### config.mk
export PLATFORM = sky130hd
export DESIGN_NAME = lfsr_fib_leap
export DESIGN_NICKNAME = d
export VERILOG_FILES = /design/src/rtl/lfsr_fib_leap.sv
export SDC_FILE = /design/constraint.sdc
export NUM_CORES = 1
export LEC_CHECK = 0
export ABC_CLOCK_PERIOD_IN_PS = 1360
export BUFFER_PORTS_ARGS = -buffer_cell sky130_fd_sc_hd__buf_2
export CORE_MARGIN = 2
export CORE_UTILIZATION = 35
export DETAILED_ROUTE_END_ITERATION = 12
export PLACE_DENSITY = 0.63
export SLEW_MARGIN = 20
export SYNTH_ARGS = -nofsm -noshare
export SYNTH_HDL_FRONTEND = slang
export SYNTH_SLANG_ARGS = --single-unit
### constraint.sdc
create_clock -name clk -period 1.36 [get_ports clk]
set_clock_uncertainty 0.15 [all_clocks]
set_input_delay 0.136 -clock clk [delete_from_list [all_inputs] [get_ports clk]]
set_output_delay 0.136 -clock clk [all_outputs]
set_load 0.02 [all_outputs]
### src/rtl/lfsr_fib_leap.sv
// Fibonacci LFSR word source: OUT_BITS-step leap per accepted word, valid/ready output, zero-seed guard.
// Define LFSR_FIB_LEAP_COUNT_EN to build the accepted-word counter; otherwise word_count reads 0.
module lfsr_fib_leap #(
    parameter int               WIDTH        = 28,
    parameter logic [WIDTH-1:0] TAPS         = 28'h9000000,
    parameter int               OUT_BITS     = 4,
    parameter logic [WIDTH-1:0] DEFAULT_SEED = 'h1
) (
    input  logic                clk,
    input  logic                reset,
    input  logic                seed_load,
    input  logic [WIDTH-1:0]    seed,
    output logic [OUT_BITS-1:0] r,
    output logic                r_valid,
    input  logic                r_ready,
    output logic                lockup,
    output logic [31:0]         word_count
);

    typedef enum logic [1:0] {IDLE, PRIME, RUN} state_e;

    state_e               state_q, state_d;
    logic [WIDTH-1:0]     s_q, s_d;
    logic [OUT_BITS-1:0]  r_q, r_d;
    logic                 r_valid_q, r_valid_d;
    logic                 lockup_q, lockup_d;
    logic                 fire;

    // All OUT_BITS shifts are unrolled so a fresh word is ready every cycle.
    function automatic logic [WIDTH-1:0] leap(input logic [WIDTH-1:0] s);
        logic [WIDTH-1:0] v;
        v = s;
        for (int i = 0; i < OUT_BITS; i++) begin
            v = {v[WIDTH-2:0], ^(v & TAPS)};
        end
        return v;
    endfunction

    assign fire = r_valid_q & r_ready;

    always_comb begin
        state_d   = state_q;
        s_d       = s_q;
        r_d       = r_q;
        r_valid_d = r_valid_q;
        lockup_d  = 1'b0;
        // Reseed wins over everything, including a pending fire.
        if (seed_load) begin
            s_d       = (seed == '0) ? DEFAULT_SEED : seed;
            lockup_d  = (seed == '0);
            r_valid_d = 1'b0;
            state_d   = PRIME;
        end else begin
            case (state_q)
                PRIME: begin
                    r_d       = s_q[WIDTH-1 -: OUT_BITS];
                    s_d       = leap(s_q);
                    r_valid_d = 1'b1;
                    state_d   = RUN;
                end
                RUN: begin
                    if (fire) begin
                        r_d = s_q[WIDTH-1 -: OUT_BITS];
                        s_d = leap(s_q);
                    end
                end
                default: ;
            endcase
        end
    end

    always_ff @(posedge clk or posedge reset) begin
        if (reset) begin
            state_q   <= IDLE;
            s_q       <= '0;
            r_q       <= '0;
            r_valid_q <= 1'b0;
            lockup_q  <= 1'b0;
        end else begin
            state_q   <= state_d;
            s_q       <= s_d;
            r_q       <= r_d;
            r_valid_q <= r_valid_d;
            lockup_q  <= lockup_d;
        end
    end

    assign r       = r_q;
    assign r_valid = r_valid_q;
    assign lockup  = lockup_q;

`ifdef LFSR_FIB_LEAP_COUNT_EN
    logic [31:0] word_count_q, word_count_d;

    always_comb begin
        word_count_d = word_count_q;
        if (seed_load)  word_count_d = 32'h0;
        else if (fire)  word_count_d = word_count_q + 32'h1;
    end

    always_ff @(posedge clk or posedge reset) begin
        if (reset) word_count_q <= 32'h0;
        else       word_count_q <= word_count_d;
    end

    assign word_count = word_count_q;
`else
    assign word_count = 32'h0;
`endif

endmodule

# Word-level counts from Yosys, hierarchy flattened
# Index checks and enable logic that the tools add are counted.
totals:
  reg_bits: 36
  latchBits: 0
  mem_bits_rw: 0
  mem_bits_ro: 0
  input_bits: 32
  out_inout_bits: 38
  word_cells: 32
  mem_count: 0
op_classes:
  addsub: 0
  mul: 0
  div_mod_pow: 0
  n_lt_le_gt_ge: 0
  eq_ne: 4
  shift: 0
  n_mux: 11
  n_bitwise: 2
  reduce_logical: 10
op_table:
  columns: ["cell", "count"]
  rows:
  - ["$reduce_xor 28->1", 4]
  - ["$mux 28", 3]
  - ["$pmux 28 s2", 1]
  - ["$logic_not 28->1", 1]
  - ["$pmux 4 s2", 1]
  - ["$mux 2", 2]
  - ["$mux 4", 1]
  - ["$reduce_bool 2->1", 2]
  - ["$mux 1", 3]
  - ["$ne 3x3->1 const B", 1]
  - ["$reduce_and 3->1", 1]
  - ["$reduce_bool 3->1", 1]
  - ["$eq 2x1->1 const B", 1]
  - ["$eq 2x2->1 const B", 1]
  - ["$ne 2x2->1 const B", 1]
  - ["$reduce_and 2->1", 1]
  - ["$and 1x1->1", 1]
  - ["$not 1->1", 1]

# Depth between registers and ports, before layout
depth:
  ltp_word: 4
  depth_mapped: 5
  mapped_depth_nobuf: 4

# Worst setup path after synthesis
# Ideal clock, no wire load.
synth_path:
  path_kind: "reg-to-reg"
  start: "register state_q[1]"
  end: "register s_q[1]"
  setup_time_ns: 0.128
  arrival_ns: 1.294
  required_ns: 1.082
  slack_ns: -0.212
  stages_incl_launch_ff: 5
  path_buffers: 1
  period_less_slack_ns: 1.572
  path_cell_list: "dfrtp_1 and3b_1 nor3_4 clkbuf_2 o21ai_0"
synth_via:
  elab_chain_cells: 3
  word_cells_on_any_way: 7
  classes_between: "eq/ne (3); mux (2); reduce/logical (2)"
synth_rtl:
  columns: ["element", "line", "rtl"]
  rows:
  - ["from (decl)", "22", "state_e state_q, state_d;"]
  - ["from (signal assigned)", "80", "state_q <= state_d;"]
  - ["$eq 2x2->1 or $eq 2x1->1 (tied branches)", "54", "case (state_q)"]
  - ["$pmux 28 s2 (tied with other cells)", "54", null]
  - ["$mux 28 or $reduce_and 2->1 (tied branches)", null, null]
  - ["to (signal assigned)", "75", "s_q <= '0;"]
  - ["to (signal assigned)", "81", "s_q <= s_d;"]
  - ["to (decl)", "23", "logic [WIDTH-1:0] s_q, s_d;"]
# Parallel ways exist; a longest one is shown, timed or not.
# A chain may end at the register's enable or synchronous reset.

# Worst setup path after layout
layout_path:
  start: "register state_q[0]"
  end: "register s_q[4]"
# The elaborated chain is that of the path after synthesis.

==> reports/metrics.yaml <==
vdd_drop_max_v: 0.000401
post_drt_wl_per_cell_um: 13.9
hold_viol: 1
layout_setup_ws_ns: -0.201
synthesis.instances: 191
crit_end: "s_q[4]"
synth_ff_type: "dfrtp_1"
holdCritPathClass: "primary input to flop"
final_area_mm2: 0.00247
synth_common_cells: "buf_4, dfrtp_1, nand2_1"
avgSynthCellArea_um2: 9.94
critPathKind: "flop to flop"
maxCapViolCount: 0
rr_worst_depth: 7
cts_tree: "yes"
grt_max_degree: 40
routed_wl_um: 4360
area_growth_syn_to_layout_pct: 30.3
powerDensity_mw_per_mm2: 1200
core_mm2: 0.00517
fin_crit_ns: 1.56
drc: 0
drtPass1Iterations: 4
r2r_end: "s_q[4]"
start_kind: "flop"
synth_edf_count: 0
antenna_found_initial: 0
p_seq_frac: 0.474
pre_cts_ws_ns: -0.121
io_buffers: 37
htreeDepth: 2
timing.hold.ws_ns: -0.00297
synth-warning-count: 0
rr_startpoint: "state_q[0]"
die_w_um: 77.6
synth_cell_types: 23
first_global_vias: 1285
antenna_cells: 0
grt-ovfl-total: 0
synth.area.top_cells: "dfrtp_1, buf_4, mux2i_1, o21ai_0, nand2_1"
arrival_ns: 1.62
swShare: 0.325
crit_top_cell: "buf_6"
antenna_left: 0
grt_pass1_wl_um: 6050
path_cells: "nor2b_4 -> buf_6 -> nor3_4 -> buf_6 -> clkbuf_16 -> nand2_1 -> o21ai_1"
cp_slowest_cell: "dfrtp_1"
endpoint_kind: "flop"
p_sw_mw: 0.960
p_comb_frac: 0.291
rrSetupSlack_ns: -0.20
async_reset_ff_frac: 1.00
cp.required_ns: 1.42
start_util: 0.367
setup.worst_path.start: "state_q[0]"
insertion_delay_ns: 0.29
avgViaCountPerCell: 4.70
num_io_pins: 70
status: "complete, but fails checks"
clk_pin_slew_ns: 0.07
cts_inserted_buffers: 5
place_area_mm2: 0.00209
crit_fanout: 10
clock-sinks: 35
vias: 1477
fmax_mhz: 641
synth_top_area_frac: 0.461
setup_viol: 32
synth_area_mm2: 0.00190
violations: "negative hold slack, negative setup slack"
p_int_mw: 2.00
rsz0062_at_grt: "yes"
num-nets-final: 276
period_share: 1.15
drive_gt1_frac: 0.414
cts_buffer_depth: 2
seq_area_frac_synth: 0.461
final_core_util: 0.478
root_buffer: "clkbuf_8"
ys_seq_elements: 35
gp_congestion: 0.748
grtUsageTotal: 0.130
die_h_um: 77.6
p_leak_nw: 1.21
drtIter0Drc: 58
pwr-share-clk: 0.235
hold_depth: 3
synth_top_area_cell: "dfrtp_1"
post-dp-hpwl_um: 2830
fp-row-count: 26
cp_slowest_stage_delay_ns: 0.39
die_area_mm2: 0.00603
finalMaxSlewViolations: 0
layout make-up:
cell class              count  area (um^2)
clock buffers               7         76.3
well taps                  70         87.6
fillers                   486         2700
multi-input cells         144          973
repair buffers             56          450
flip-flops and latches     35          877
inverters                   2         7.51
worst min path at each step:
stage	from	endpoint	slack, ns
6_report	seed[17]	s_q[17]	-0.003
4_1_cts	seed[1]	s_q[1]	0.009
2_1_floorplan	reset	lockup	0.14
3_3_place_gp	reset	s_q[11]	0.05
3_5_place_dp	reset	s_q[11]	0.05
5_1_grt	seed[19]	s_q[19]	0.01
layout by cell type (no fill, tap or decap), types with 5 or more instances in the layout:
master,Yosys,final
nand2_1,27,7
o21ai_1,4,15
o21ai_2,0,12
buf_2,4,37
nand2_2,0,18
buf_4,35,6
nor4_1,6,6
mux2i_1,24,24
dfrtp_1,35,34
clkbuf_8,0,5
nor2_1,6,6
conb_1,1,32
worst max-delay path, delay by kind of cell (launching register included):
kind            cells  cell delay, ns
flops               1            0.39
buf+inv             3            0.50
compound gates      1            0.07
simple gates        3            0.37
routing by layer:
metal	track usage	up-vias	share of wire	wire [um]
li1	-	693	-	-
met1	0.176	722	0.44	1910
met2	0.193	54	0.48	2100
met3	0.0419	8	0.066	287
met4	0.0482	0	0.016	71
met5	0	-	0	0
state kept, by name (all words and copies together) (netlist names):
signal	cells
r	4
lockup	1
state_q	2
s_q	28
power groups by stage:
stage,Sequential (mW),Clock [mW],Combinational [mW]
after floorplan,1.41,0,0.510
after global placement,1.38,0,0.658
after detailed placement,1.39,0,0.668
after CTS,1.37,0.714,0.677
after global routing,1.43,0.756,0.937
final,1.40,0.696,0.862
cells by family after synthesis:
logic type      share of synthesized area
compound gates                     0.0956
xor+xnor                           0.0185
buf+inv                             0.158
flops                               0.461
mux                                 0.150
other cells                       0.00198
simple gates                        0.114
per-stage QoR:
stage / power, mW / std cells / setup TNS (ns)
final: 2.96 / 314 / -5.05
after global routing: 3.12 / 314 / -6.61
after CTS: 2.76 / 306 / -3.66
after detailed placement: 2.06 / 297 / -2.95
after global placement: 2.04 / 297 / -2.29
after floorplan: 1.92 / 222 / -5.68
timing repair:
action	4_1_cts	5_1_grt
endpoints found under the setup margin	32	32
hold buffers	2	0
hold endpoints to repair	36	0
gates cloned	0	6
gates resized for setup	1	49
pin swaps	0	12
buffers inserted	0	2
Note: power is estimated with default switching activity, not from simulation.
